[src/rtl/hazard_forward_unit_pkg.sv]
// -----------------------------------------------------------------------------
// hazard_forward_unit_pkg
//
// Shared definitions for the hazard/forwarding unit of the 5-stage RV32I
// pipeline:
//   - REG_W / SEL_W       : register index width and operand-select width
//   - fwd_sel_e           : operand-select codes for the EX operand muxes
//                           (FWD_REGFILE = 0, FWD_EXMEM = 1, FWD_MEMWB = 2,
//                            FWD_WBHOLD = 3)
//   - stage_t             : shadow record kept for each of EX, MEM and WB
//   - pick_fwd()          : youngest-match-wins priority encoder
// -----------------------------------------------------------------------------
package hazard_forward_unit_pkg;

    localparam int REG_W = 5;
    localparam int SEL_W = 2;

    typedef enum logic [SEL_W-1:0] {
        FWD_REGFILE = 2'd0,
        FWD_EXMEM   = 2'd1,
        FWD_MEMWB   = 2'd2,
        FWD_WBHOLD  = 2'd3
    } fwd_sel_e;

    typedef struct packed {
        logic             valid;
        logic [REG_W-1:0] rd;
        logic             reg_write;
        logic             mem_read;
    } stage_t;

    localparam stage_t STAGE_EMPTY = '0;

    // The youngest producer holds the most recent value of the register,
    // so EX beats MEM beats WB.
    function automatic fwd_sel_e pick_fwd(input logic ex_hit,
                                          input logic mem_hit,
                                          input logic wb_hit);
        fwd_sel_e sel;
        sel = FWD_REGFILE;
        if (ex_hit) begin
            sel = FWD_EXMEM;
        end else if (mem_hit) begin
            sel = FWD_MEMWB;
        end else if (wb_hit) begin
            sel = FWD_WBHOLD;
        end
        return sel;
    endfunction

endpackage

[src/rtl/hazard_forward_unit_match.sv]
// -----------------------------------------------------------------------------
// hazard_match
//
// Combinational compare of one shadow pipeline stage against one source
// register of the instruction in ID.
//
// Ports:
//   stage_valid     in  1  shadow stage holds a real instruction
//   stage_rd        in  5  destination register of that instruction
//   stage_reg_write in  1  that instruction writes its destination
//   rs              in  5  source register index from ID
//   rs_used         in  1  ID instruction really reads rs
//   hit             out 1  stage will produce the value rs needs
// -----------------------------------------------------------------------------
module hazard_match
    import hazard_forward_unit_pkg::*;
(
    input  logic             stage_valid,
    input  logic [REG_W-1:0] stage_rd,
    input  logic             stage_reg_write,
    input  logic [REG_W-1:0] rs,
    input  logic             rs_used,
    output logic             hit
);

    // x0 is hard-wired to zero, so a write to it never creates a dependency.
    assign hit = stage_valid && stage_reg_write && rs_used &&
                 (rs != '0) && (stage_rd == rs);

endmodule

[src/rtl/hazard_forward_unit.sv]
// -----------------------------------------------------------------------------
// hazard_forward_unit
//
// Hazard tracking for the 5-stage RV32I pipeline. Keeps shadow copies of the
// destination info of the instructions in EX, MEM and WB, and from those
// produces the registered ALU operand-select codes for EX plus the load-use
// stall and bubble controls.
//
// Build option: macro FORWARDING_EN
//   defined   : operands are forwarded; only a load-use hazard stalls.
//   undefined : selects are tied to 0 and ID stalls while any in-flight
//               instruction writes one of its sources.
//
// Ports:
//   clk, rst                  clock (rising edge), async active-high reset
//   id_valid                  ID holds a real instruction
//   id_rs1, id_rs2            ID source registers
//   id_rs1_used, id_rs2_used  the source is actually read
//   id_rd, id_reg_write       ID destination and its write enable
//   id_mem_read               ID instruction is a load
//   flush                     kill the instruction in ID
//   fwd_a_sel, fwd_b_sel      registered operand selects for EX
//   stall                     combinational: hold PC and IF/ID
//   bubble                    registered: EX holds an inserted NOP
// -----------------------------------------------------------------------------
module hazard_forward_unit
    import hazard_forward_unit_pkg::*;
(
    input  logic             clk,
    input  logic             rst,
    input  logic             id_valid,
    input  logic [REG_W-1:0] id_rs1,
    input  logic [REG_W-1:0] id_rs2,
    input  logic             id_rs1_used,
    input  logic             id_rs2_used,
    input  logic [REG_W-1:0] id_rd,
    input  logic             id_reg_write,
    input  logic             id_mem_read,
    input  logic             flush,
    output logic [SEL_W-1:0] fwd_a_sel,
    output logic [SEL_W-1:0] fwd_b_sel,
    output logic             stall,
    output logic             bubble
);

    stage_t ex_q, ex_d;
    stage_t mem_q, mem_d;
    stage_t wb_q, wb_d;
    logic   bubble_q, bubble_d;

    // A source only matters when ID really holds an instruction.
    logic rs1_live, rs2_live;
    assign rs1_live = id_valid && id_rs1_used;
    assign rs2_live = id_valid && id_rs2_used;

    logic ex_hit_a, mem_hit_a, wb_hit_a;
    logic ex_hit_b, mem_hit_b, wb_hit_b;

    hazard_match u_ex_a (
        .stage_valid     (ex_q.valid),
        .stage_rd        (ex_q.rd),
        .stage_reg_write (ex_q.reg_write),
        .rs              (id_rs1),
        .rs_used         (rs1_live),
        .hit             (ex_hit_a)
    );

    hazard_match u_mem_a (
        .stage_valid     (mem_q.valid),
        .stage_rd        (mem_q.rd),
        .stage_reg_write (mem_q.reg_write),
        .rs              (id_rs1),
        .rs_used         (rs1_live),
        .hit             (mem_hit_a)
    );

    hazard_match u_wb_a (
        .stage_valid     (wb_q.valid),
        .stage_rd        (wb_q.rd),
        .stage_reg_write (wb_q.reg_write),
        .rs              (id_rs1),
        .rs_used         (rs1_live),
        .hit             (wb_hit_a)
    );

    hazard_match u_ex_b (
        .stage_valid     (ex_q.valid),
        .stage_rd        (ex_q.rd),
        .stage_reg_write (ex_q.reg_write),
        .rs              (id_rs2),
        .rs_used         (rs2_live),
        .hit             (ex_hit_b)
    );

    hazard_match u_mem_b (
        .stage_valid     (mem_q.valid),
        .stage_rd        (mem_q.rd),
        .stage_reg_write (mem_q.reg_write),
        .rs              (id_rs2),
        .rs_used         (rs2_live),
        .hit             (mem_hit_b)
    );

    hazard_match u_wb_b (
        .stage_valid     (wb_q.valid),
        .stage_rd        (wb_q.rd),
        .stage_reg_write (wb_q.reg_write),
        .rs              (id_rs2),
        .rs_used         (rs2_live),
        .hit             (wb_hit_b)
    );

    // Nothing downstream of WB needs the load flag; the record keeps it so
    // every shadow stage has the same shape.
    logic wb_mem_read_unused;
    assign wb_mem_read_unused = wb_q.mem_read;

`ifdef FORWARDING_EN
    // Only a load sitting in EX cannot be forwarded in time: its data
    // arrives at the end of MEM. One stall moves it to MEM, where the
    // MEM/WB path covers it.
    logic load_use;
    assign load_use = ex_q.mem_read && (ex_hit_a || ex_hit_b);
    assign stall    = load_use && !flush;
`else
    // Without forwarding the reader has to wait until every in-flight
    // producer has left WB.
    assign stall = (ex_hit_a || mem_hit_a || wb_hit_a ||
                    ex_hit_b || mem_hit_b || wb_hit_b) && !flush;
`endif

    // Shadow pipeline advance. A stalled or flushed ID instruction is
    // replaced by an invalid record, which is the bubble seen in EX.
    always_comb begin
        ex_d     = STAGE_EMPTY;
        mem_d    = ex_q;
        wb_d     = mem_q;
        bubble_d = stall || flush;
        if (id_valid && !stall && !flush) begin
            ex_d.valid     = 1'b1;
            ex_d.rd        = id_rd;
            ex_d.reg_write = id_reg_write;
            ex_d.mem_read  = id_mem_read;
        end
    end

    always_ff @(posedge clk or posedge rst) begin
        if (rst) begin
            ex_q     <= STAGE_EMPTY;
            mem_q    <= STAGE_EMPTY;
            wb_q     <= STAGE_EMPTY;
            bubble_q <= 1'b0;
        end else begin
            ex_q     <= ex_d;
            mem_q    <= mem_d;
            wb_q     <= wb_d;
            bubble_q <= bubble_d;
        end
    end

    assign bubble = bubble_q;

`ifdef FORWARDING_EN
    logic [SEL_W-1:0] fwd_a_q, fwd_a_d;
    logic [SEL_W-1:0] fwd_b_q, fwd_b_d;

    // Selects are decided against the pre-edge shadows so they line up
    // with the instruction entering EX. A stalled or flushed ID puts a
    // bubble in EX, which must read the register file.
    always_comb begin
        fwd_a_d = FWD_REGFILE;
        fwd_b_d = FWD_REGFILE;
        if (!stall && !flush) begin
            fwd_a_d = pick_fwd(ex_hit_a, mem_hit_a, wb_hit_a);
            fwd_b_d = pick_fwd(ex_hit_b, mem_hit_b, wb_hit_b);
        end
    end

    always_ff @(posedge clk or posedge rst) begin
        if (rst) begin
            fwd_a_q <= FWD_REGFILE;
            fwd_b_q <= FWD_REGFILE;
        end else begin
            fwd_a_q <= fwd_a_d;
            fwd_b_q <= fwd_b_d;
        end
    end

    assign fwd_a_sel = fwd_a_q;
    assign fwd_b_sel = fwd_b_q;
`else
    assign fwd_a_sel = FWD_REGFILE;
    assign fwd_b_sel = FWD_REGFILE;
`endif

endmodule

[config.mk]
export PLATFORM = sky130hd
export DESIGN_NAME = hazard_forward_unit
export DESIGN_NICKNAME = d
export VERILOG_FILES = /design/src/rtl/hazard_forward_unit_pkg.sv /design/src/rtl/hazard_forward_unit_match.sv /design/src/rtl/hazard_forward_unit.sv
export SDC_FILE = /design/constraint.sdc
export NUM_CORES = 1
export LEC_CHECK = 0
export ABC_AREA = 1
export CORE_ASPECT_RATIO = 0.6
export CORE_MARGIN = 8
export CORE_UTILIZATION = 40
export DETAILED_ROUTE_END_ITERATION = 8
export MAX_ROUTING_LAYER = met4
export PLACE_DENSITY = 0.65
export SLEW_MARGIN = 20
export SYNTH_ARGS = -nofsm -noshare
export SYNTH_HDL_FRONTEND = slang
export SYNTH_SLANG_ARGS = --single-unit
[constraint.sdc]
create_clock -name clk -period 1.56 [get_ports clk]
set_input_delay 0.39 -clock clk [delete_from_list [all_inputs] [get_ports clk]]
set_output_delay 0.39 -clock clk [all_outputs]
set_load 0.005 [all_outputs]
* Yosys cells after proc, flatten, opt, wreduce, memory -nomap -nowiden *
Index checks and enable logic that the tools add are counted.

operators by class
  equality and inequality tests = 6
  multiplexer cells = 1
  reductions and logical operators = 36

operator list
  kind               count
  $eq 5x5->1         6
  $logic_and 1x1->1  26
  $reduce_bool 5->1  2
  $mux 8             1
  $logic_or 1x1->1   6
  $logic_not 1->1    2

storage, ports and cells
  flip-flop bits (word level) = 22
  bits of input ports = 23
  output and inout bits = 6
  word-level logic and storage cells = 53

* Longest topological paths before layout *
Gate-level depths: netlist (run 1).

  word-level depth = 14
  gate-level depth with buffers = 10
  mapped depth without buffers = 10

* Hierarchy *
A second synthesis (run 1) with hierarchy kept.

second synthesis, totals
  cells, all modules = 253
  area, all modules = 1,507.7 um^2

modules (own cells, without submodules)
  module               instances  cells an instance  area an instance (um^2)  seq. area each (um^2)
  hazard_match         6          33                 128.9                    0.0
  hazard_forward_unit  1          55                 734.5                    550.5

* Worst setup path before layout (run 1) *
OpenSTA, ideal clock, no wires.

  path kind = input -> output
  from = in id_rs2[0]
  to = out stall
  data arrival time = 1.038 ns
  required time = 1.170 ns
  setup slack = 0.132 ns
  cell stages on the path = 8
  buffers on the path = 0
  cell sequence = inv_1 -> nand2_1 -> nand2_1 -> nor2_1 -> nand3_1 -> nor2_2 -> nor2_4 -> a21oi_1

between the ends
  word-level cells in the longest chain between the ends = 7
  elaborated cells on any way between the ends = 14
  classes of those cells = eq/ne: 3; reduce/logical: 11

RTL lines
  item                   line                             RTL
  start: declaration     hazard_forward_unit.sv:33        input logic [REG_W-1:0] id_rs2,
  $reduce_bool 5->1      hazard_forward_unit_match.sv:28  (rs != '0) && (stage_rd == rs);
  $logic_and 1x1->1      hazard_forward_unit_match.sv:27  assign hit = stage_valid && stage_reg_write && rs_used &&
  $logic_and 1x1->1      hazard_forward_unit_match.sv:28
  $logic_or 1x1->1       hazard_forward_unit.sv:128       assign stall = (ex_hit_a || mem_hit_a || wb_hit_a ||
  $logic_or 1x1->1       hazard_forward_unit.sv:129       ex_hit_b || mem_hit_b || wb_hit_b) && !flush;
  $logic_or 1x1->1 (*)   hazard_forward_unit.sv:129
  $logic_and 1x1->1 (*)  hazard_forward_unit.sv:129
  end: declaration       hazard_forward_unit.sv:42        output logic stall,

Mark *: on every way between the ends. The rest lies on a longest branch, timed or not.

* Final worst setup path (run 1) *
  from = reg ex_q[3] (netlist bit)
  to = out stall

between the ends
  word-level cells in the longest chain between the ends = 8
  elaborated cells on any way between the ends = 10
  classes of those cells = eq/ne: 2; reduce/logical: 8

RTL lines
  item                               line                             RTL
  start: declaration                 hazard_forward_unit.sv:46        stage_t ex_q, ex_d;
  start signal: assignment           hazard_forward_unit.sv:149       ex_q <= STAGE_EMPTY;
  start signal: assignment           hazard_forward_unit.sv:154       ex_q <= ex_d;
  $eq 5x5->1                         hazard_forward_unit_match.sv:28
  $logic_and 1x1->1                  hazard_forward_unit_match.sv:28
  $logic_or 1x1->1 (2 in a row)      hazard_forward_unit.sv:128
  $logic_or 1x1->1 (*)               hazard_forward_unit.sv:128
  $logic_or 1x1->1 (*) (2 in a row)  hazard_forward_unit.sv:129
  $logic_and 1x1->1 (*)              hazard_forward_unit.sv:129

Marks and branches as above.

==> results of run 1 <==
==> synthesized netlist by cell type (all sizes together) <==
cell type   n  area share, %
a21oi       1           0.39
nor2       27             10
dfrtp      22             43
xor2       10            6.8
buf         4            2.3
conb        1           0.29
nand4       4            3.1
nand3      10            4.3
xnor2       6            4.1
o21ai       1           0.39
nand2      53             17
inv        28            8.2
nor3        1           0.39
==> metal layers <==
metal / GRT usage [%] / up-vias / share of wire, %
met2: 17.0 / 27 / 42
met5: - / - / 0
li1: - / 560 / -
met1: 16.5 / 497 / 50
met4: 5.16 / 0 / 1.3
met3: 3.84 / 4 / 6.7
==> logic make-up after synthesis <==
group           Yosys count  synth area share (%)
buf+inv                  32                  10.5
other cells               1                 0.292
simple gates             95                  34.5
flops                    22                  42.9
compound gates            2                 0.780
xor+xnor                 16                  10.9
==> layout by cell type (no fill, tap or decap), drive strengths merged <==
cell type,n
o21ai,1
xor2,10
inv,28
dfrtp,22
nand3,10
clkdlybuf4s50,9
clkbuf,5
a21oi,1
nand2,53
xnor2,6
dlygate4sd2,5
buf,8
conb,4
nand4,4
clkdlybuf4s15,6
nor3,1
nor2,27
==> stage by stage <==
step | total power [W] | std cells | area, sq um | TNS (ps) | hold WS (ps)
3_5_place_dp | 0.000834 | 240 | 1590 | -5340 | 385
3_3_place_gp | 0.000829 | 240 | 1590 | -5280 | 383
2_1_floorplan | 0.000733 | 171 | 1290 | 0 | 373
6_report | 0.00116 | 245 | 1640 | -616 | 400
4_1_cts | 0.00116 | 243 | 1620 | -346 | 401
5_1_grt | 0.00122 | 245 | 1640 | -1710 | 405
==> power groups by stage <==
stage,sequential (W),combinational (W),clock (W)
after global placement,0.000625,0.000204,0
after global routing,0.000619,0.000227,0.000371
after CTS,0.000616,0.000199,0.000349
after detailed placement,0.000627,0.000207,0
final,0.000616,0.000199,0.000340
after floorplan,0.000620,0.000113,0
==> path summary, 6_finish.rpt <==
kind,from,end,slack (ps),cells past startpoint
setup / recovery,ex_q[3],stall,-320,9
hold / removal,mem_q[1],wb_q[1],400,0
setup reg to reg,ex_q[3],ex_q[2],-20,11
hold reg to reg,mem_q[1],wb_q[1],400,0
max in group asynchronous,rst,ex_q[4],860,3
min in group asynchronous,rst,bubble,460,3
==> layout make-up <==
cell class | instances | area (sq um) | share of cell area (%)
Timing Repair Buffer | 30 | 268 | 16.4
Inverter | 28 | 105 | 6.42
Clock buffer | 3 | 41.3 | 2.52
Sequential cell | 22 | 552 | 33.7
Multi-Input combinational cell | 117 | 614 | 37.5
Tap cell | 45 | 56.3 | 3.44
==> registers in the layout, indices dropped and copies added, names as in the netlist <==
register / flops
ex_q: 7
mem_q: 7
wb_q: 7
bubble: 1
==> what timing repair did <==
action / in CTS / in global routing
resized for setup: 26 / 7
setup endpoints to repair: 9 / 8
buffers inserted: 0 / 2
pin swaps: 6 / 7
==> run metrics, run 1 <==
layout cells sized above 1=19.5%; die outline area=5330 sq um; cell class contributing the biggest share of worst-path delay=simple AND/OR/NAND/NOR gates; gp weighted congestion=0.862; share of power burned in combinational logic=17.2%; setup slack at placement=-1110 ps; maximum buffer depth of the clock tree=2; global route overflow=0; leakage power figure=0.838 nW; Max stage delay on crit path=410 ps; deepest level of the CTS H-tree=1; violated checks=setup timing; ordered list of cells on the worst path=inv_1 > nand2_1 > nand2_1 > nor2_2 > nand3_1 > nor2_2 > nor2_4 > a21oi_2 > buf_2; final routed wirelength across all metal layers=2850 um; clock-pin slew on the worst setup and hold paths=~70 ps; arrival time at the worst endpoint=1490 ps; post-synthesis cell count=168; share of the core filled with cells=between 50% and 60%; register bit total from synthesis=22; via density per instance=4.44; mean instance size in the synthesized netlist=~7.6 sq um; highest ir drop seen on vdd=between 0.4 and 0.5 mV; detailed-placement wirelength estimate=2330 um; final-layout fill cell count=326; number of input and output port buffers inserted=23; number of nets in the finished design=about 230; clock share of power=29.4%; pwr dens=between 700 and 800 nW/um^2; WS Path Type=reg2out; timing-limited maximum frequency=532 MHz; unrepaired setup endpoints after global routing=yes; sequential fraction of design power=a little over half; hold violation count in the final report=0; sequential share of the synthesized area=roughly 43%; root buffer selected by CTS=clkbuf_8; core outline area=3160 sq um; internal power of the cells=0.000859 W; count of final setup violators=7; clock tree from TritonCTS=done; critical path capture point type=output pin; area of the mapped netlist=roughly 1300 sq um; class of the worst hold path=reg2reg; io pins=29; largest net degree at the start of global routing=23; overall die height=59.9 um; post-route ant nets=0; number of sinks driven by the clock tree=22; count of pins over their slew limit=0; Clock Latency Late Sink=260 ps; GR Util All Layers=12.4%; net switching power=0.000296 W; number of iterations in the first detailed-routing pass=6; Routed WL per cell=11.6 um; vias in the first global route=1034; total number of vias=1088; crit share post-route=121%; Rows=16; result of the run=complete, but fails checks; global-route wire length before repair=4840 um; cts bufs inserted=3; endpoint required time on the critical path=about 1200 ps; Maximum Capacitance Violations=0; count of cell types in the netlist=19; total of warnings raised by yosys=0; number of buffers and inverters on the critical path=2; starting density of the core=40.5%; highest-delay cell along the critical path=dfrtp_1; number of antenna violations at the first check in global routing=0; fin worst setup slack=-321 ps; CTS Hold Bufs=0; switching part of the total power=25.6%; synth-to-layout area growth=27.6%; Setup crit start kind=flip-flop; Critical Path Fanout Max=4; drc violations=0; initial drt markers=100; antenna diode count=0; horizontal extent of the die=89.1 um; Setup Skew=approximately 3.8 ps; time the worst path needs with I/O delays and setup=1880 ps
Note: power is estimated with default switching activity, not from simulation.
==> run 2, diff against run 1 <==
Settings changed: CAP_MARGIN set to 20.
==> results of run 2 <==
Same layout as run 1: the final DEF is identical, and so are final timing and power.
